### config.mk
export PLATFORM = sky130hd
export DESIGN_NAME = key_event
export DESIGN_NICKNAME = d
export VERILOG_FILES = /design/src/rtl/key_event.sv
export SDC_FILE = /design/constraint.sdc
export NUM_CORES = 1
export LEC_CHECK = 0
export CORE_ASPECT_RATIO = 1.4
export CORE_MARGIN = 1
export CORE_UTILIZATION = 45
export CTS_BUF_LIST = sky130_fd_sc_hd__clkbuf_16
export CTS_CLUSTER_DIAMETER = 80
export DETAILED_ROUTE_END_ITERATION = 8
export PLACE_DENSITY = 0.67
export SLEW_MARGIN = 25
export SYNTH_ARGS = -nofsm -noshare
export SYNTH_HDL_FRONTEND = slang
export SYNTH_SLANG_ARGS = --single-unit
### constraint.sdc
create_clock -name clk -period 3.3 [get_ports clk]
set_clock_uncertainty 0.05 [all_clocks]
set_input_delay 0.66 -clock clk [delete_from_list [all_inputs] [get_ports clk]]
set_output_delay 0.66 -clock clk [all_outputs]
set_load 0.1 [all_outputs]
### src/rtl/key_event.sv
// Gesture classifier for one debounced key: click, double click, long press
// and auto-repeat, each reported as a registered one-cycle pulse.
module key_event #(
  parameter int unsigned NBITS         = 28,
  parameter int unsigned LONG_CYCLES   = 100_000_000,
  parameter int unsigned DOUBLE_GAP    = 30_000_000,
  parameter int unsigned REPEAT_CYCLES = 20_000_000,
  parameter bit          ACTIVE_LOW    = 1'b0
) (
  input  logic clk,
  input  logic rst_n,
  input  logic key_i,
  output logic click,
  output logic double_click,
  output logic long_press,
  output logic repeat_o,
  output logic busy
);

  typedef enum logic [2:0] {
    IDLE   = 3'd0,
    PRESS1 = 3'd1,
    GAP    = 3'd2,
    PRESS2 = 3'd3,
    HOLD   = 3'd4
  } state_t;

  localparam logic [NBITS-1:0] LONG_LAST = NBITS'(LONG_CYCLES - 1);
  localparam logic [NBITS-1:0] GAP_LAST  = NBITS'(DOUBLE_GAP - 1);
  localparam logic [NBITS-1:0] REP_LAST  =
    NBITS'((REPEAT_CYCLES == 0) ? 0 : REPEAT_CYCLES - 1);
  localparam logic [NBITS-1:0] CNT_MAX   = '1;

  state_t            state, state_n;
  logic [NBITS-1:0]  count, count_n;
  logic              prev;
  logic              pressed_c, press_edge_c;
  logic              click_n, double_n, long_n, repeat_n;

  assign pressed_c    = key_i ^ ACTIVE_LOW;
  assign press_edge_c = pressed_c & ~prev;

  // Next-state, counter and event decode
  always_comb begin
    state_n  = state;
    count_n  = count;
    click_n  = 1'b0;
    double_n = 1'b0;
    long_n   = 1'b0;
    repeat_n = 1'b0;
    case (state)
      IDLE: begin
        if (press_edge_c) begin
          state_n = PRESS1;
          count_n = '0;
        end
      end
      PRESS1: begin
        if (!pressed_c) begin
          state_n = GAP;
          count_n = '0;
        end else if (count == LONG_LAST) begin
          state_n = HOLD;
          count_n = '0;
          long_n  = 1'b1;
        end else begin
          count_n = count + NBITS'(1);
        end
      end
      GAP: begin
        // A press landing on the timeout edge still counts as the second press
        if (press_edge_c) begin
          state_n = PRESS2;
          count_n = '0;
        end else if (count == GAP_LAST) begin
          state_n = IDLE;
          count_n = '0;
          click_n = 1'b1;
        end else begin
          count_n = count + NBITS'(1);
        end
      end
      PRESS2: begin
        if (!pressed_c) begin
          state_n  = IDLE;
          double_n = 1'b1;
        end
      end
      HOLD: begin
        if (!pressed_c) begin
          state_n = IDLE;
          count_n = '0;
        end else if ((REPEAT_CYCLES != 0) && (count == REP_LAST)) begin
          count_n  = '0;
          repeat_n = 1'b1;
        end else if (count != CNT_MAX) begin
          count_n = count + NBITS'(1);
        end
      end
      default: begin
        state_n = IDLE;
        count_n = '0;
      end
    endcase
  end

  // prev resets high so a key held through reset must be released first
  always_ff @(posedge clk or negedge rst_n) begin
    if (!rst_n) begin
      state        <= IDLE;
      count        <= '0;
      prev         <= 1'b1;
      click        <= 1'b0;
      double_click <= 1'b0;
      long_press   <= 1'b0;
      repeat_o     <= 1'b0;
      busy         <= 1'b0;
    end else begin
      state        <= state_n;
      count        <= count_n;
      prev         <= pressed_c;
      click        <= click_n;
      double_click <= double_n;
      long_press   <= long_n;
      repeat_o     <= repeat_n;
      busy         <= (state_n != IDLE);
    end
  end

endmodule

== Word level (Yosys, flattened, before mapping) ==
Cells that the tools add are included.

* $add $sub $neg: 1
* Equality and inequality tests: 10
* Multiplexer cells: 27
* Bitwise logic cells: 3
* Reduce and logical (&&, ||, !) cells: 4

{| class="wikitable"
|+ Operator list
! operator !! count
|-
| two-way mux 28 bit || 8
|-
| one-hot mux 28 bit (5 select lines) || 1
|-
| equality test 28 x 25 -> 1 bit, second input constant || 2
|-
| adder 28 x 1 -> 28 bit, second input constant || 1
|-
| equality test 28 x 27 -> 1 bit, second input constant || 1
|-
| inequality test 28 bit, second input constant || 1
|-
| two-way mux 3 bit || 6
|-
| one-hot mux 3 bit (4 select lines) || 1
|-
| two-way mux 1 bit || 11
|-
| equality test 3 x 2 -> 1 bit, second input constant || 2
|-
| inequality test 4 bit, second input constant || 1
|-
| equality test 3 x 1 -> 1 bit, second input constant || 1
|-
| equality test 3 bit, second input constant || 1
|-
| logical NOT 3 bit || 1
|-
| AND reduction 3 bit || 1
|-
| nonzero test 3 bit || 1
|-
| inequality test 2 bit, second input constant || 1
|-
| inverter 1 bit || 2
|-
| OR reduction 2 bit || 1
|-
| AND 1 bit || 1
|}

* Flip-flop bits (word level): 37
* Bits of input ports: 3
* Output and inout bits: 5
* Logic and storage cells: 53

== Depth between registers and ports, before layout ==
* Depth after elaboration: 5
* Mapped depth: 9
* Depth with buffers taken out: 8

== Worst setup path before layout ==
OpenSTA, ideal clock, no wires.

* Path kind: reg2reg
* Start: register count[25]
* End: register count[15]
* Setup time: 0.121 ns
* Arrival: 2.432 ns
* Data required time: 3.129 ns
* Path slack: 0.697 ns
* Cell stages (with the launch flop): 9
* Path buffers: 1
* Clock period less this slack: 2.603 ns
* Path through: dfrtp_1 > or3b_1 > or4_1 > or4_4 > nand2_4 > nand2_2 > buf_6 > a21o_1 > a22o_1

* Longest elaborated chain between the ends: 4
* Elaborated cells on any way between the ends: 13
* Those cells by class: eq/ne: 5; mux: 7; reduce/logical: 1

{| class="wikitable"
|+ RTL lines
! element !! line !! RTL
|-
| start: declaration || 35 || <nowiki>logic [NBITS-1:0] count, count_n;</nowiki>
|-
| start signal: assignment || 120 || <nowiki>count <= count_n;</nowiki>
|-
| equality test 28 x 25 -> 1 bit, or another cell as far along || 93 || <nowiki>end else if ((REPEAT_CYCLES != 0) && (count == REP_LAST)) begin</nowiki>
|-
| two-way mux 28 bit (on tied branches) || 93, 62, 75 ||
|-
| two-way mux 28 bit (on tied branches) || 90, 59, 72 ||
|-
| one-hot mux 28 bit (5 select lines) || 51 || <nowiki>case (state)</nowiki>
|}

Several ways; a longest one is shown, not always the timed one.
A chain may end at the register's enable or synchronous reset.

== Worst setup path in the final report ==
* Start: register count[0]
* End: register count[23]

* Longest elaborated chain between the ends: 5
* Elaborated cells on any way between the ends: 15
* Those cells by class: add/sub: 1; eq/ne: 5; mux: 8; reduce/logical: 1

{| class="wikitable"
|+ RTL lines
! element !! line !! RTL
|-
| adder 28 x 1 -> 28 bit || 67, 80, 97 ||
|-
| two-way mux 28 bit || 96 || <nowiki>end else if (count != CNT_MAX) begin</nowiki>
|-
| two-way mux 28 bit || 93 ||
|-
| two-way mux 28 bit || 90 || <nowiki>if (!pressed_c) begin</nowiki>
|-
| one-hot mux 28 bit (5 select lines) || 51 ||
|}

Several ways; a longest one is shown, not always the timed one. The select of a mux whose other input is x is not followed.

==> impl_metrics.ini <==
[outcome]
status = completed

[layout]
num_antenna_cells = 0
final_nets = 252
syn2layout_area_growth_pct = 11.7
layout_commonest_cell = dfrtp_1
mostFrequentLayoutCells = dfrtp_1 (36), nand2_1 (27), nor2_1 (20)
fin_area_mm2 = 0.00239
drive_above_1_share_pct = 10.8

[route]
drt_iter0_drc = 58
detail_route.wl_per_cell_um = 16.2
drt_pre_antenna_iters = 4
vias = 1867
wl_um = 5040
ant_nets = 0
drc = 0
detail_route.vias_per_cell = 6.00

[setup_path]
crit_path_end_kind = flop
critPathArrivalTime_ps = 2940
slowest_delay_ps = 500
cp_data_required_time_ps = 3380
cp_max_fo = 12
cp_common_cell = nand4_1
worst_setup_path_start_kind = flop
path_cells = ha_1 -> nand4_1 -> nor4_1 -> nand4_1 -> a22oi_2 -> nand2_2 -> nand2_1 -> o311ai_0
critPathTopFamily = simple AND/OR/NAND/NOR gates
critPathSlowestCell = nor4_1
worstSetupPathType = reg2reg
path_buf_inv = 0

[yosys]
synth_edf_count = 0
ys_seq_elements = 37
synth_top_area_share_pct = 42.0
synth_area_per_cell_um2 = 8.97
yosys_warnings = 0
synth_area_mm2 = 0.00214
syn_inst = 239
ys.flop_type = dfrtp_1
synth_cell_types = 49
synth_top_cell_by_area = dfrtp_1
synth_area_leaders = dfrtp_1 (42%), nand2_1 (4.7%), a22o_1 (4.5%)
yosysSeqAreaShare_pct = 43.3
synthArstFlopShare_pct = 100
syn-num-nets = 243

[hold_path]
min_path_type = in2async

[global_route]
overflow = 0
grt_pass1_wl_um = 8710
grt_usage_pct = 23.3
antenna_found_initial = 0
grt_pass1_vias = 1854
grt_max_degree = 38

[floorplan]
coreArea_mm2 = 0.00454
floorplan.die_area_mm2 = 0.00505
fp.dieH_um = 83.7
start_util_pct = 47.3
io_pins = 8
die_x_um = 60.3
rows = 29

[cts]
cts_tree = built
clock_sinks = 37
clk_path_buf_depth = 2
ctsHoldBuffers = 0
clock_latency_ps = 280
htreeDepth = 2
clk_pin_slew_ps = 50
post-cts-setup-buffer-count = 0
cts_made_buffers = 5
cts_resized = 0
root_buffer = clkbuf_16

[sta]
hold_ws_ps = 416
setup_tns_ps = 0
finalMaxSlewViolations = 0
grt_setup_unrepaired = false
setup_viol = 0
worst_pin_slew_ps = 807
period_share_pct = 86.7
finalHoldViolCount = 0
slew_headroom_pct = 46.2
period_minus_slack_ps = 2860
fmax_mhz = 349

[power_and_ir_drop]
power_density_mw_per_mm2 = 481
ir_drop_mv = 0.335
power_leakage_nw = 0.985

[placed_design]
postPlaceCellArea_mm2 = 0.00226
dpl.hpwl_um = 3590
io_buffer_count = 7
gp_congestion = 0.831

[run]
cap_violations = 0
report_power, final:
group,internal (mW),total (mW),leakage (nW),switching [mW]
clock network,0.274,0.452,0.0748,0.178
logic,0.0736,0.214,0.403,0.140
registers,0.469,0.487,0.507,0.0180
worst reg2reg max path: stages, from the launching register on:
cell and delay, ps:
dfrtp_1 410, ha_1 250, nand4_1 230, nor4_1 500
nand4_1 280, a22oi_2 340, nand2_2 90, nand2_1 360
o311ai_0 200
logic make-up after synthesis:
group | count (synthesis) | share of synthesized area, %
flip-flops | 37 | 43.3
adder cells (fa/ha/maj) | 1 | 0.584
AO/OA/AOI/OAI | 62 | 20.8
buffers and inverters | 12 | 3.33
AND/OR/NAND/NOR | 127 | 32.0
state kept, by name, summed over array words and instances (netlist names):
register / flops
busy: 1
click: 1
count: 28
double_click: 1
long_press: 1
prev: 1
repeat_o: 1
state: 3
Yosys cell counts, types with 4 or more instances:
master / n
a21o_1: 7
a21oi_1: 6
a22o_1: 11
clkbuf_1: 5
dfrtp_1: 36
nand2_1: 27
nand3_1: 19
nand4_1: 10
nor2_1: 20
nor2b_1: 7
nor3_1: 9
nor3b_1: 6
nor4_1: 4
o21ai_0: 9
o21ai_1: 5
o311ai_0: 5
o31ai_1: 4
cell type report:
cell class              count  area (um2)
fillers                   414        2140
well taps                  62        77.6
flip-flops and latches     37         927
repair buffers             11        95.1
inverters                   3        11.3
clock inverters             3        13.8
multi-input cells         190        1140
clock buffers               5         125
through the flow:
step           instances  util, %  power (mW)  worst slack (ps)
4_1_cts              311     52.8        1.16               448
5_1_grt              311     52.8        1.21               179
3_5_place_dp         303     49.7       0.711               371
3_3_place_gp         303     49.7       0.711               396
2_1_floorplan        239        -       0.653               697
6_report             311     52.8        1.15               438
path summary, 6_finish.rpt:
| path | from | end | slack (ps) | cells past startpoint |
|---|---|---|---|---|
| setup / recovery | count[0] | count[23] | 440 | 8 |
| hold / removal | rst_n | count[25] | 420 | 1 |
| setup reg to reg | count[0] | count[23] | 440 | 8 |
| hold reg to reg | count[1] | count[1] | 500 | 2 |
| max in group asynchronous | rst_n | count[5] | 2260 | 1 |
| min in group clk | count[1] | count[1] | 500 | 2 |
routing by layer:
metal	up-vias	GRT usage, %	part of all wire (%)
met5	-	0	0
met4	0	12.7	2.9
met3	14	5.12	2.4
met2	34	37.2	52
met1	898	28.2	42
li1	921	-	-
No activity file was read; power rests on OpenSTA's default activity.
